$ cat src/rtl/ehl_rst_ctrl_pkg.sv
// Shared constants for the reset controller: CSR offsets, software reset key,
// CAUSE bit positions and FSM state encoding.
package ehl_rst_ctrl_pkg;

    localparam logic [4:0] CSR_CAUSE  = 5'h00;
    localparam logic [4:0] CSR_SWRST  = 5'h04;
    localparam logic [4:0] CSR_RSTCNT = 5'h08;

    localparam logic [7:0] SWRST_KEY = 8'hA5;

    localparam int unsigned CAUSE_POR = 0;
    localparam int unsigned CAUSE_WDT = 1;
    localparam int unsigned CAUSE_SW  = 2;
    localparam int unsigned CAUSE_EXT = 3;

    typedef enum logic {
        HOLD = 1'b0,
        RUN  = 1'b1
    } state_t;

endpackage

$ cat src/rtl/ehl_rst_ctrl_if.sv
// Register bus shared with the timer blocks: write/read strobes, word address,
// write data and combinational read data.
interface ehl_rst_ctrl_if #(
    parameter int unsigned WIDTH = 32
);
    logic             wr;
    logic             rd;
    logic [4:0]       addr;
    logic [WIDTH-1:0] wdata;
    logic [WIDTH-1:0] rdata;

    modport master (output wr, rd, addr, wdata, input rdata);
    modport slave  (input wr, rd, addr, wdata, output rdata);
endinterface

$ cat src/rtl/ehl_rst_sync.sv
// Two-flop synchroniser with asynchronous assert (output low) and synchronous
// deassert; used both for the power-on reset and for the external reset pin.
module ehl_rst_sync (
    input  logic clk,
    input  logic rst_n,
    input  logic d,
    output logic q
);
    logic meta;

    always_ff @(posedge clk or negedge rst_n) begin
        if (!rst_n) begin
            meta <= 1'b0;
            q    <= 1'b0;
        end else begin
            meta <= d;
            q    <= meta;
        end
    end
endmodule

$ cat src/rtl/ehl_rst_ctrl.sv
// Reset controller downstream of the watchdog: generates the watchdog and
// stretched system resets and exposes reset cause / count CSRs.
module ehl_rst_ctrl
    import ehl_rst_ctrl_pkg::*;
#(
    parameter int unsigned WIDTH   = 32,
    parameter int unsigned STRETCH = 16
) (
    input  logic           clk,
    input  logic           reset_n,
    input  logic           wdt_rst_req,
    input  logic           ext_rst_n,
    output logic           wdt_reset_n,
    output logic           sys_reset_n,
    ehl_rst_ctrl_if.slave  bus
);

    if (!(WIDTH == 8 || WIDTH == 16 || WIDTH == 32)) begin : g_bad_width
        $fatal(1, "ehl_rst_ctrl: WIDTH must be 8, 16 or 32");
    end
    if (STRETCH < 2 || STRETCH > 65535) begin : g_bad_stretch
        $fatal(1, "ehl_rst_ctrl: STRETCH must be in 2..65535");
    end

    localparam logic [15:0] RELOAD = 16'(STRETCH - 1);

    logic        ext_sync;
    logic        ext_req;
    logic        sw_req;
    logic [3:0]  cause_set;
    logic [3:0]  cause_clr;
    logic [3:0]  cause;
    logic [7:0]  rstcnt;
    logic        rstcnt_wr;
    logic        any_req;
    logic        enter_hold;
    logic [1:0]  lane;
    logic [2:0]  word;
    logic [4:0]  word_addr;
    logic [31:0] rword;
    logic        unused_bits;
    state_t      state, state_nx;
    logic [15:0] cnt, cnt_nx;

    ehl_rst_sync u_wdt_sync (.clk(clk), .rst_n(reset_n), .d(1'b1),      .q(wdt_reset_n));
    ehl_rst_sync u_ext_sync (.clk(clk), .rst_n(reset_n), .d(ext_rst_n), .q(ext_sync));

    assign ext_req = !ext_sync;

    // Sub-word buses: addr[1:0] picks the byte/halfword lane; byte 0 is only
    // written when lane 0 is addressed.
    always_comb begin
        word      = bus.addr[4:2];
        word_addr = {word, 2'b00};
        lane      = '0;
        if (WIDTH == 8) begin
            lane = bus.addr[1:0];
        end else if (WIDTH == 16) begin
            lane = {bus.addr[1], 1'b0};
        end
    end

    assign unused_bits = ^{bus.addr[1:0], bus.wdata};

    assign sw_req    = bus.wr && (word_addr == CSR_SWRST) && (lane == 2'd0)
                       && (bus.wdata[7:0] == SWRST_KEY);
    assign cause_clr = (bus.wr && (word_addr == CSR_CAUSE) && (lane == 2'd0))
                       ? bus.wdata[3:0] : '0;
    assign rstcnt_wr = bus.wr && (word_addr == CSR_RSTCNT);

    // Requests are ignored while the watchdog reset is still asserted, so the
    // pin synchroniser's reset value does not show up as an EXT cause.
    always_comb begin
        cause_set            = '0;
        cause_set[CAUSE_WDT] = wdt_reset_n & wdt_rst_req;
        cause_set[CAUSE_SW]  = wdt_reset_n & sw_req;
        cause_set[CAUSE_EXT] = wdt_reset_n & ext_req;
    end

    assign any_req    = |cause_set;
    assign enter_hold = (state == RUN) && any_req;

    always_ff @(posedge clk or negedge reset_n) begin
        if (!reset_n) begin
            state       <= HOLD;
            cnt         <= RELOAD;
            sys_reset_n <= 1'b0;
        end else begin
            state       <= state_nx;
            cnt         <= cnt_nx;
            sys_reset_n <= (state_nx == RUN);
        end
    end

    always_comb begin
        state_nx = state;
        cnt_nx   = cnt;
        case (state)
            HOLD: begin
                if (any_req) begin
                    cnt_nx = RELOAD;
                end else if (wdt_reset_n) begin
                    if (cnt == '0) begin
                        state_nx = RUN;
                    end else begin
                        cnt_nx = cnt - 16'd1;
                    end
                end
            end
            RUN: begin
                if (any_req) begin
                    state_nx = HOLD;
                    cnt_nx   = RELOAD;
                end
            end
            default: state_nx = HOLD;
        endcase
    end

    always_ff @(posedge clk or negedge reset_n) begin
        if (!reset_n) begin
            cause  <= 4'b0001;
            rstcnt <= '0;
        end else begin
            cause <= (cause & ~cause_clr) | cause_set;
            if (rstcnt_wr) begin
                rstcnt <= enter_hold ? 8'd1 : 8'd0;
            end else if (enter_hold && (rstcnt != '1)) begin
                rstcnt <= rstcnt + 8'd1;
            end
        end
    end

    always_comb begin
        rword = '0;
        case (word_addr)
            CSR_CAUSE:  rword = {28'b0, cause};
            CSR_RSTCNT: rword = {24'b0, rstcnt};
            default:    rword = '0;
        endcase
        bus.rdata = bus.rd ? WIDTH'(rword >> {lane, 3'b000}) : '0;
    end

endmodule

$ cat src/flat_wrapper.sv
// flat-port wrapper written by rule: the top's interface ports become plain ports
module ehl_rst_ctrl_flat import ehl_rst_ctrl_pkg::*;
#(
    parameter int unsigned WIDTH   = 32,
    parameter int unsigned STRETCH = 16
)
  (clk, reset_n, wdt_rst_req, ext_rst_n, wdt_reset_n, sys_reset_n, bus_wr, bus_rd, bus_addr, bus_wdata, bus_rdata);
  ehl_rst_ctrl_if #(.WIDTH(WIDTH)) bus_i ();
  input  logic clk;
  input  logic reset_n;
  input  logic wdt_rst_req;
  input  logic ext_rst_n;
  output logic wdt_reset_n;
  output logic sys_reset_n;
  input wire logic [$bits(bus_i.wr)-1:0] bus_wr;
  input wire logic [$bits(bus_i.rd)-1:0] bus_rd;
  input wire logic [$bits(bus_i.addr)-1:0] bus_addr;
  input wire logic [$bits(bus_i.wdata)-1:0] bus_wdata;
  output wire logic [$bits(bus_i.rdata)-1:0] bus_rdata;
  assign bus_i.wr = bus_wr;
  assign bus_i.rd = bus_rd;
  assign bus_i.addr = bus_addr;
  assign bus_i.wdata = bus_wdata;
  assign bus_rdata = bus_i.rdata;
  ehl_rst_ctrl #(.WIDTH(WIDTH), .STRETCH(STRETCH)) u_core (.clk(clk), .reset_n(reset_n), .wdt_rst_req(wdt_rst_req), .ext_rst_n(ext_rst_n), .wdt_reset_n(wdt_reset_n), .sys_reset_n(sys_reset_n), .bus(bus_i));
endmodule
$ cat config.mk
export PLATFORM = sky130hd
export DESIGN_NAME = ehl_rst_ctrl_flat
export DESIGN_NICKNAME = d
export VERILOG_FILES = /design/src/rtl/ehl_rst_ctrl_pkg.sv /design/src/rtl/ehl_rst_ctrl_if.sv /design/src/rtl/ehl_rst_sync.sv /design/src/rtl/ehl_rst_ctrl.sv /design/src/flat_wrapper.sv
export SDC_FILE = /design/constraint.sdc
export NUM_CORES = 1
export LEC_CHECK = 0
export CAP_MARGIN = 20
export CELL_PAD_IN_SITES_DETAIL_PLACEMENT = 1
export CELL_PAD_IN_SITES_GLOBAL_PLACEMENT = 1
export CORE_UTILIZATION = 29
export DETAILED_ROUTE_END_ITERATION = 8
export GPL_TIMING_DRIVEN = 0
export PLACE_DENSITY = 0.86
export SKIP_CTS_REPAIR_TIMING = 1
export SLEW_MARGIN = 10
export SYNTH_ARGS = -nofsm -noshare
export SYNTH_HDL_FRONTEND = slang
export SYNTH_SLANG_ARGS = --single-unit
$ cat constraint.sdc
create_clock -name clk -period 2.1 [get_ports clk]
set_clock_uncertainty 0.2 [all_clocks]
set_input_delay 0.21 -clock clk [delete_from_list [all_inputs] [get_ports clk]]
set_output_delay 0.21 -clock clk [all_outputs]
set_load 0.05 [all_outputs]
[Word-level counts from Yosys, hierarchy flattened]
Index checks and enable logic that the tools add are counted.
Cells by class
  bitwise logic cells: 7
  reductions and logical operators: 12
  equality and inequality tests: 7
  mux-type cells: 16
  add/subtract/negate cells: 2
Operators with widths (count)
  $mux W16: 4
  $pmux W16 S2: 1
  $mux W8: 3
  $logic_not A16 Y1: 1
  $pmux W8 S2: 1
  $sub A16 B1 Y16 const B: 1
  $add A8 B1 Y8 const B: 1
  $eq A8 B8 Y1 const B: 1
  $ne A8 B8 Y1 const B: 1
  $logic_and A1 B1 Y1: 6
  $ne A3 B2 Y1 const B: 2
  $logic_not A5 Y1: 1
  $mux W1: 5
  $and A4 B4 Y4: 1
  $mux W4: 1
  $not A4 Y4: 1
  $or A4 B4 Y4: 1
  $and A1 B1 Y1: 3
  $eq A3 B1 Y1 const B: 1
  $eq A3 B2 Y1 const B: 1
  $reduce_and A3 Y1: 1
  $reduce_or A3 Y1: 1
  $ne A2 B2 Y1 const B: 1
  $pmux W1 S2: 1
  3 further kinds: 3
Storage, ports and cells
  input bits: 43
  register bits: 33
  output and inout port bits: 34

[Logic depth before layout (Yosys ltp)]
Gate-level depths: netlist of run 1.
  word-level depth: 9
  mapped depth: 8
  depth with buffers taken out: 7

[Cells and area by module]
A second synthesis of run 1 with hierarchy kept.
Second synthesis, totals
  cell total of the unflattened synthesis: 234
  area total of the unflattened synthesis: 2102.0 um^2
By module, submodules not included
  ehl_rst_ctrl: cells an instance 230, area each 2001.9 um^2, instances 1, seq. area each 732.0 um^2
  ehl_rst_sync: cells an instance 2, area each 50.0 um^2, instances 2, seq. area each 50.0 um^2

[Worst setup path after synthesis of run 1]
OpenSTA, ideal clock, no wires.
  path kind: reg-to-reg
  from: register, netlist name u_core.sys_reset_n
  to: register u_core.cnt[9]
  path buffers: 1
  required time: 1.768 ns
  path slack: -0.187 ns
  setup time: 0.132 ns
  arrival time: 1.955 ns
  stages on the path, launching flop included: 7
  cells stage by stage: dfrtp_1 -> or4_1 -> nand3b_1 -> clkbuf_1 -> o211ai_1 -> xor2_1 -> nor2_1
RTL lines
  end signal: assignment: line ehl_rst_ctrl.sv:90  | cnt <= cnt_nx;
  end: declaration: line ehl_rst_ctrl.sv:43  | logic [15:0] cnt, cnt_nx;

[Final worst setup path of run 1]
  from: register u_core.cnt[5]
  to: register u_core.cnt[14]
Between the ends
  word-level cells in the longest chain between the ends: 5
  elaborated cells between the ends (all ways): 8
  classes of those cells: 1 x add/sub; 1 x eq/ne; 4 x mux; 2 x reduce/logical
RTL lines
  $sub A16 B1 Y16: line ehl_rst_ctrl.sv:106  | cnt_nx = cnt - 16'd1;
  $mux W16: line ehl_rst_ctrl.sv:103  | if (cnt == '0) begin
  $mux W16: line ehl_rst_ctrl.sv:102  | end else if (wdt_reset_n) begin
  $mux W16: line ehl_rst_ctrl.sv:100  | if (any_req) begin
  $pmux W16 S2: line ehl_rst_ctrl.sv:98  | case (state)
Several ways; a longest one is shown, not always the timed one. The select of a mux whose other input is x is not followed.
A chain may end at the register's enable or synchronous reset.

==> results.tsv, run 1 <==
stage	metric	value	unit
setup_path	crit_path_max_fanout	5	
final_layout	seq_area	835	sq um
die	row_count	29	
setup_path	critPathKind	register to register	
global_routing	gr-usage-met3	3.05	%
synthesis	syn_avg_cell_area	9.09	sq um
final_layout	areaGrowthSynthToFinish	39.8	%
clocking	clock_latency	0.29	ns
drt	via_count	1825	
synthesis	syn_area	0.00196	sq mm
final_layout	utilization	42.5	%
drt	drt_iter0_markers	76	
clocking	clock-sinks	33	
job	maxCapViolations	0	
global_routing	grt_util_all_layers	14.7	%
synthesis	synth_common_cells	dfrtp_1, buf_4, nor2_1, nand2_1	
pwr	power_density	520	mW/mm^2
synthesis	synth_edf_count	0	
sta	fin_crit_sh	112	%
die	dieArea	0.00710	sq mm
global_routing	grt_pass1_wl	8400	um
synthesis	syn_inst	216	
drt	drt_pass1_iterations	6	
sta	final-setup-viol-count	7	
global_routing	gr-total-overflow	0	
setup_path	required	2.12	ns
setup_path	worstPathCellList	or3_4 > or2_4 > or4b_4 > or3_1 > a21oi_1	
synthesis	synth-seq-cells	33	
synthesis	synth_cell_type_count	45	
run_status	violations	DRC, setup timing	
global_routing	met2_usage	25.6	%
pwr	irDropWorstVdd	0.000363	V
setup_path	cp_top_family	simple AND/OR/NAND/NOR gates	
clocking	root_buffer	clkbuf_8	
drt	vias_per_cell	5.00	
clocking	htreeDepth	2	
die	fp.dieW	84.3	um
synthesis	synth.area.top_cells	dfrtp_1, buf_4, dfstp_2, xor2_1, nor2_1	
die	die_y	84.3	um
clocking	path_clk_slew	0.07	ns
drt	drc_errors	4	
sta	drv_slew	0	
global_routing	grt_max_degree	34	
synthesis	synth_area_leader_cell	dfrtp_1	
sta	whs	0.0282	ns
place	dpl.cell_count	342	
clocking	clk_path_buf_depth	2	
setup_path	cp_slowest_cell	or4b_4	
synthesis	async_flop_share	100	%
final_layout	fin_cells	365	
sta	max_slew_margin	49.2	%
drt	wirelength	5720	um
setup_path	worst-path-buf-inv	0	
final_layout	multiInputGateArea	0.00112	sq mm
synthesis	seq_area_frac_synth	42.4	%
synthesis	yosysWarningCount	0	
synthesis	synth_most_common_cell	dfrtp_1	
final_layout	fin_nets	332	
global_routing	first_global_vias	1763	
die	initial_core_util	30.4	%
drt	drtAntennaViolNets	0	
run_status	status	finished with violations	
place	routabilityCongestion	0.793	
hold_path	hold_path_class	input pin to register	
global_routing	grtUsageMet1	18.1	%
synthesis	synth_top_area_share	35.7	%
drt	avgRoutedWirePerCell	15.7	um
setup_path	critPathLaunchType	register	
sta	period_minus_slack	2.35	ns
sta	rsz0062_at_grt	yes	
sta	fin_ws	-0.250	ns
global_routing	top_usage_layer	met2	
place	dp_hpwl	3660	um
pwr	leakagePower	1.39	nW
setup_path	critPathCaptureType	register	
die	core_area	0.00646	sq mm
final_layout	fill_cells	753	
sta	max_freq	425	MHz
clocking	cts_tree	done	
setup_path	critical_path.max_stage_delay	0.50	ns
final_layout	drive_above_1_share	31.6	%
sta	worst-slew-pin-transition	0.761	ns
final_layout	diodes	0	
synthesis	synth_flop_cell	dfrtp_1	
setup_path	cp.arrival	2.37	ns
clocking	cts_buffers	5	
sta	final-hold-violation-count	0	
die	io_pins	77	
global_routing	antenna_found_initial	0	
place	port_buffers	26	
==> power breakdown <==
group          internal, mW  switching (mW)  leakage, nW
registers             0.660          0.0157        0.422
logic                0.0928           0.186        0.923
clock network         0.230           0.242       0.0450
total                 0.982           0.444         1.39
==> metrics by stage <==
stage	worst slack, ns	setup TNS [ns]	power [mW]	instance area [sq um]
after global placement	-0.683	-16.03	0.937	2420
final	-0.250	-0.571	1.43	2740
after floorplan	-0.164	-0.164	0.873	2070
after CTS	-0.462	-10.23	1.41	2500
after detailed placement	-0.729	-15.83	0.943	2420
after global routing	-0.308	-1.77	1.49	2740
==> per-layer routing <==
layer / wire length (um) / share of wire (%)
met5: 0 / 0
met4: 89 / 1.6
met3: 161 / 2.8
met2: 3120 / 55
met1: 2350 / 41
==> tightest hold or removal path, cell delays in order <==
cell	delay [ns]
clkbuf_2	0.10
nand2_1	0.06
nand2_1	0.05
o21ai_0	0.06
==> state kept, by name (all words and copies together), names as in the netlist <==
register                cells
u_core.u_wdt_sync.meta      1
u_core.u_ext_sync.q         1
u_core.cause                4
u_core.rstcnt               8
u_core.cnt                 16
u_core.u_ext_sync.meta      1
u_core.u_wdt_sync.q         1
u_core.sys_reset_n          1
==> cell usage in the layout (no fill, tap or decap), drive strengths merged, types with 2 or more instances in the layout <==
| cell | n |
|---|---|
| buf | 43 |
| nor2 | 23 |
| clkbuf | 14 |
| xnor2 | 2 |
| dlygate4sd3 | 2 |
| clkinv | 2 |
| nand2b | 2 |
| o31ai | 2 |
| conb | 25 |
| or4 | 3 |
| xor2 | 10 |
| nand2 | 16 |
| clkdlybuf4s50 | 10 |
| a21oi | 9 |
| or2 | 2 |
| nor4 | 2 |
| ha | 2 |
| nand3 | 10 |
| or3 | 6 |
| and3 | 9 |
| and2 | 2 |
| nor3 | 8 |
| dfrtp | 28 |
| o41ai | 2 |
| o211ai | 7 |
| mux2i | 4 |
| dfstp | 5 |
| inv | 5 |
| dlymetal6s2s | 9 |
| o21ai | 11 |
==> kinds of logic after synthesis <==
logic type,after synthesis,share of synthesized area [%]
and+or+nand+nor,91,25.3
AOI/OAI and AO/OA,36,11.4
buffers and inverters,36,11.9
DFF,33,42.4
xor gates and xnor gates,12,5.35
muxes,4,2.04
adders and majority gates,2,1.27
other,2,0.383
==> final cells by class <==
type | count | area share (%)
clock buffer | 6 | 2.64
multi-input combinational | 170 | 40.7
timing repair buffer | 43 | 13.9
tap | 77 | 3.51
inverter | 5 | 0.684
sequential | 33 | 30.4
clock inverter | 2 | 0.365
buffer | 29 | 7.80
==> final timing paths <==
kind                                  endpoint                   start  cells past startpoint  slack (ns)
min in group asynchronous     u_core.rstcnt[7]                 reset_n                      2        0.32
setup reg to reg                u_core.cnt[14]           u_core.cnt[5]                      5       -0.25
hold reg to reg            u_core.u_wdt_sync.q  u_core.u_wdt_sync.meta                      0        0.15
setup / recovery                u_core.cnt[14]           u_core.cnt[5]                      5       -0.25
max in group asynchronous   u_core.sys_reset_n                 reset_n                      2        0.83
hold / removal                 u_core.cause[1]            bus_wdata[1]                      4        0.03
Note: power is estimated with default switching activity, not from simulation.
==> run 2: changes to the inputs <==
Settings changed: CTS_CLUSTER_DIAMETER from default to 150, MAX_ROUTING_LAYER from default to met4.
==> results.tsv, run 2 (same netlist as run 1, synthesis figures left out) <==
stage	metric	value	unit	change
final_layout	final_cell_mix	buf_4, dfrtp_1, conb_1		unchanged
place	routabilityCongestion	0.804		was 0.793
drt	wirelength	5710	um	was 5720 um
clocking	root_buffer	clkbuf_8		unchanged
sta	final-hold-violation-count	0		unchanged
die	dieArea	0.00710	sq mm	unchanged
place	port_buffers	26		unchanged
global_routing	grt_pass1_wl	8400	um	about the same
sta	fin_ws	-0.254	ns	was -0.250 ns
global_routing	gr-total-overflow	0		unchanged
pwr	irDropWorstVdd	0.000362	V	was 0.000363 V
clocking	clock-sinks	33		unchanged
job	maxCapViolations	0		unchanged
global_routing	grt_util_all_layers	15.1	%	was 14.7%
final_layout	fill_cells	753		unchanged
run_status	status	finished with violations		unchanged
setup_path	critPathLaunchType	register		unchanged
final_layout	diodes	0		unchanged
sta	period_minus_slack	2.35	ns	about the same
final_layout	reg_top3	u_core.cnt: 16 flops, u_core.rstcnt: 8 flops, u_core.cause: 4 flops		unchanged
setup_path	worst-path-buf-inv	0		unchanged
die	io_pins	77		unchanged
setup_path	cp.arrival	2.37	ns	about the same
drt	via_count	1811		was 1825
setup_path	cp_slowest_cell	or4b_4		unchanged
setup_path	crit_path_max_fanout	5		unchanged
drt	avgRoutedWirePerCell	15.7	um	about the same
clocking	clock_latency	0.29	ns	about the same
sta	fin_crit_sh	112	%	about the same
pwr	leakagePower	1.39	nW	unchanged
sta	worst-slew-pin-transition	0.775	ns	was 0.761 ns
setup_path	path_depth	5		unchanged
clocking	cts_buffers	5		unchanged
sta	final-setup-viol-count	7		unchanged
final_layout	final_common_cell	buf_4		unchanged
sta	max_freq	425	MHz	about the same
drt	drt_pass1_iterations	6		unchanged
drt	drtAntennaViolNets	0		unchanged
clocking	clk_path_buf_depth	2		unchanged
die	fp.dieW	84.3	um	unchanged
setup_path	critical_path.max_stage_delay	0.50	ns	about the same
final_layout	largest_reg_flops	16		unchanged
die	die_y	84.3	um	unchanged
final_layout	utilization	42.5	%	unchanged
setup_path	critPathKind	register to register		unchanged
place	dp_hpwl	3660	um	unchanged
hold_path	hold_path_class	input pin to register		unchanged
sta	max_slew_margin	48.3	%	was 49.2%
setup_path	reg2regPathDepth	5		unchanged
setup_path	cp_top_family	simple AND/OR/NAND/NOR gates		unchanged
run_status	violations	DRC, setup timing		unchanged
pwr	power.total	1.42	mW	was 1.43 mW
die	core_area	0.00646	sq mm	unchanged
hold_path	min_path_cells	4		unchanged
sta	rsz0062_at_grt	yes		unchanged
clocking	cts_tree	done		unchanged
global_routing	first_global_vias	1762		was 1763
clocking	htreeDepth	2		unchanged
final_layout	fin_nets	332		unchanged
setup_path	critPathCaptureType	register		unchanged
clocking	path_clk_slew	0.07	ns	about the same
final_layout	drive_above_1_share	31.6	%	unchanged
setup_path	worstPathCellList	or3_4 > or2_4 > or4b_4 > or3_1 > a21oi_1		unchanged
setup_path	required	2.12	ns	about the same
drt	drc_errors	4		unchanged
pwr	power_density	519	mW/mm^2	was 520 mW/mm^2
final_layout	largest_register	u_core.cnt		unchanged
final_layout	areaGrowthSynthToFinish	39.8	%	unchanged
global_routing	grt_max_degree	34		unchanged
die	row_count	29		unchanged
sta	drv_slew	0		unchanged
drt	vias_per_cell	4.96		was 5.00
die	initial_core_util	30.4	%	unchanged
global_routing	antenna_found_initial	0		unchanged
drt	drt_iter0_markers	75		was 76
## run 2: worst min-delay path: stages
cell and delay (ns):
clkbuf_2 0.10, nand2_1 0.06, nand2_1 0.05, o21ai_0 0.06
## run 2: cell type report
cell class / instances / area (sq um) / share of cell area (%)
buffer: 29 / 214 / 7.80
multi-input combinational: 170 / 1120 / 40.7
tap: 77 / 96.3 / 3.51
inverter: 5 / 18.8 / 0.684
clock buffer: 6 / 72.6 / 2.64
sequential: 33 / 835 / 30.4
clock inverter: 2 / 10.0 / 0.365
timing repair buffer: 43 / 380 / 13.9
## run 2: report_power, final
part | switching [mW] | internal, mW | leakage, nW | total [mW]
logic | 0.186 | 0.0928 | 0.923 | 0.279
clock network | 0.239 | 0.230 | 0.0450 | 0.468
registers | 0.0157 | 0.660 | 0.422 | 0.675
total | 0.441 | 0.982 | 1.39 | 1.42
## run 2: layer usage
| metal | routed length, um | GRT usage (%) | vias to the layer above |
|---|---|---|---|
| met4 | 92 | 4.55 | 0 |
| met3 | 176 | 3.05 | 11 |
| li1 | - | - | 845 |
| met1 | 2340 | 18.1 | 919 |
| met2 | 3100 | 25.6 | 36 |
| met5 | 0 | - | - |
## run 2: per-stage QoR
| stage | setup WS [ns] | area [sq um] | hold WS, ns | setup TNS [ns] | cells |
|---|---|---|---|---|---|
| detailed placement | -0.729 | 2420 | 0.118 | -15.83 | 342 |
| floorplan | -0.164 | 2070 | -0.286 | -0.164 | 239 |
| global route | -0.308 | 2740 | 0.0208 | -1.77 | 365 |
| finish | -0.254 | 2740 | 0.0282 | -0.599 | 365 |
| global placement | -0.683 | 2420 | 0.131 | -16.03 | 342 |
| CTS | -0.462 | 2500 | -0.189 | -10.23 | 350 |
## run 2: final timing paths
path | from | slack, ns | to
worst max register to register | u_core.cnt[5] | -0.25 | u_core.cnt[14]
max in group asynchronous | reset_n | 0.82 | u_core.sys_reset_n
worst min-delay path | bus_wdata[1] | 0.03 | u_core.cause[1]
worst max-delay path | u_core.cnt[5] | -0.25 | u_core.cnt[14]
worst min register to register | u_core.u_wdt_sync.meta | 0.15 | u_core.u_wdt_sync.q
min in group asynchronous | reset_n | 0.32 | u_core.rstcnt[6]
==> run 3: changes to the inputs <==
Settings changed: ABC_AREA from default to 1.
==> results.tsv, run 3 <==
stage	metric	value	unit	change
run_status	status	finished, final reports clean		was finished with violations
clocking	clk_path_buf_depth	2		unchanged
global_routing	antenna_found_initial	0		unchanged
clocking	cts_buffers	5		unchanged
sta	final-setup-viol-count	0		was 7
setup_path	critPathKind	register to output port		was register to register
setup_path	cp.arrival	1.61	ns	was 2.37 ns
drt	drtAntennaViolNets	0		unchanged
synthesis	syn_area	0.00236	sq mm	was 0.00196 sq mm
global_routing	gr-total-overflow	0		unchanged
global_routing	grt_util_all_layers	15.9	%	was 15.1%
synthesis	synth-seq-cells	33		unchanged
synthesis	syn_inst	351		was 216
job	maxCapViolations	0		unchanged
clocking	clock_latency	0.29	ns	about the same
synthesis	seq_area_frac_synth	35.3	%	was 42.4%
synthesis	async_flop_share	100	%	unchanged
drt	drt_pass1_iterations	4		was 6
setup_path	required	1.69	ns	was 2.12 ns
setup_path	worst-path-buf-inv	1		was 0
setup_path	critPathCaptureType	output port		was register
final_layout	largest_reg_flops	16		unchanged
synthesis	synth_flop_cell	dfrtp_1		unchanged
clocking	htreeDepth	2		unchanged
setup_path	worstPathCellList	clkdlybuf4s50_1		was or3_4 > or2_4 > or4b_4 > or3_1 > a21oi_1
die	fp.dieW	92.2	um	was 84.3 um
sta	drv_slew	0		unchanged
pwr	irDropWorstVdd	0.000324	V	was 0.000362 V
setup_path	critical_path.max_stage_delay	0.86	ns	was 0.50 ns
final_layout	areaGrowthSynthToFinish	23.3	%	was 39.8%
final_layout	reg_top3	u_core.cnt: 16 flops, u_core.rstcnt: 8 flops, u_core.cause: 4 flops		unchanged
synthesis	synth.area.top_cells	dfrtp_1, nand2_1, nand3_1, buf_4, nor2_1		was dfrtp_1, buf_4, dfstp_2, xor2_1, nor2_1
sta	worst-slew-pin-transition	0.775	ns	about the same
hold_path	hold_path_class	register to register		was input pin to register
global_routing	grt_pass1_wl	10600	um	was 8400 um
final_layout	fin_nets	454		was 332
synthesis	yosysWarningCount	0		unchanged
synthesis	syn_avg_cell_area	6.72	sq um	was 9.09 sq um
drt	drt_iter0_markers	75		unchanged
drt	drc_errors	0		was 4
die	die_y	92.2	um	was 84.3 um
pwr	leakagePower	1.60	nW	was 1.39 nW
synthesis	synth_common_cells	nand2_1, nor2_1, inv_1, nand3_1, dfrtp_1		was dfrtp_1, buf_4, nor2_1, nand2_1
sta	max_slew_margin	48.3	%	about the same
die	dieArea	0.00849	sq mm	was 0.00710 sq mm
final_layout	final_common_cell	nand2_1		was buf_4
setup_path	cp_top_family	buffers and inverters		was simple AND/OR/NAND/NOR gates
place	dp_slack	-0.651	ns	was -0.729 ns
die	io_pins	77		unchanged
sta	period_minus_slack	2.02	ns	was 2.35 ns
synthesis	synth_area_leader_cell	dfrtp_1		unchanged
place	dp_hpwl	4610	um	was 3660 um
final_layout	drive_above_1_share	15.9	%	was 31.6%
sta	fin_ws	0.0764	ns	was -0.254 ns
sta	max_freq	494	MHz	was 425 MHz
clocking	clock-sinks	33		unchanged
pwr	power_density	892	mW/mm^2	was 519 mW/mm^2
synthesis	synth_most_common_cell	nand2_1		was dfrtp_1
drt	wirelength	5860	um	was 5710 um
sta	rsz0062_at_grt	no		was yes
setup_path	critPathLaunchType	register		unchanged
synthesis	synth_cell_type_count	27		was 45
final_layout	fin_cells	512		was 365
place	routabilityCongestion	0.847		was 0.804
die	initial_core_util	30.2	%	was 30.4%
drt	vias_per_cell	4.36		was 4.96
sta	final-hold-violation-count	0		unchanged
clocking	path_clk_slew	0.06	ns	was 0.07 ns
drt	avgRoutedWirePerCell	11.4	um	was 15.7 um
final_layout	diodes	0		unchanged
synthesis	synth_top_area_share	29.7	%	was 35.7%
setup_path	crit_path_max_fanout	6		was 5
final_layout	largest_register	u_core.cnt		unchanged
die	row_count	32		was 29
final_layout	final_cell_mix	nand2_1, nor2_1, inv_1		was buf_4, dfrtp_1, conb_1
place	dpl.cell_count	502		was 342
synthesis	synth_edf_count	0		unchanged
sta	fin_crit_sh	96.4	%	was 112%
clocking	cts_tree	done		unchanged
global_routing	first_global_vias	2312		was 1762
drt	via_count	2232		was 1811
setup_path	cp_slowest_cell	clkdlybuf4s50_1		was or4b_4
die	core_area	0.00781	sq mm	was 0.00646 sq mm
global_routing	grt_max_degree	34		unchanged
clocking	root_buffer	clkbuf_8		unchanged
place	port_buffers	26		unchanged
run 3: metal layers:
| metal | track usage (%) | vias up | share of wire, % |
|---|---|---|---|
| li1 | - | 1139 | - |
| met1 | 19.6 | 1051 | 46 |
| met2 | 26.8 | 37 | 50 |
| met3 | 2.49 | 5 | 2.9 |
| met4 | 4.69 | 0 | 0.89 |
| met5 | - | - | 0 |
run 3: where the power goes:
part | internal (mW) | total, mW | leakage [nW] | switching, mW
Sequential | 0.801 | 0.967 | 0.419 | 0.166
Combinational | 0.406 | 1.16 | 1.14 | 0.751
Clock | 0.236 | 0.469 | 0.0395 | 0.234
run 3: final cells by class:
cell class,instances,area [sq um]
multi-input combinational,264,1230
tap,102,128
timing repair buffer,28,243
clock buffer,8,80.1
sequential,33,832
inverter,48,181
buffer,29,213
fill,1021,4900
run 3: cells by family after synthesis:
family,share of synthesized area [%]
simple gates,39.8
buf+inv,16.7
flops,35.3
compound gates,3.08
xor+xnor,3.72
fa+ha+maj,1.06
other cells,0.319
run 3: path summary, 6_finish.rpt:
| path | cells after the start | to | start | slack, ns |
|---|---|---|---|---|
| setup reg to reg | 11 | u_core.cnt[8] | u_core.cnt[0] | 0.15 |
| setup / recovery | 1 | sys_reset_n | u_core.sys_reset_n | 0.08 |
| hold / removal | 0 | u_core.u_wdt_sync.q | u_core.u_wdt_sync.meta | 0.15 |
| max in group asynchronous | 2 | u_core.sys_reset_n | reset_n | 0.86 |
| min in group asynchronous | 2 | u_core.cnt[15] | reset_n | 0.33 |
| hold reg to reg | 0 | u_core.u_wdt_sync.q | u_core.u_wdt_sync.meta | 0.15 |
run 3: stage by stage:
stage          area, sq um  hold slack [ns]  utilization, %  setup TNS, ns  total power [mW]
6_report              2910            0.150            37.2              0              2.59
5_1_grt               2910            0.159            37.2              0              2.83
4_1_cts               2910           -0.178            37.2          -3.98              2.61
3_5_place_dp          2830            0.139            36.2          -3.98              2.11
3_3_place_gp          2830            0.132            36.3          -7.49              2.06
2_1_floorplan         2440           -0.286               -              0              1.84
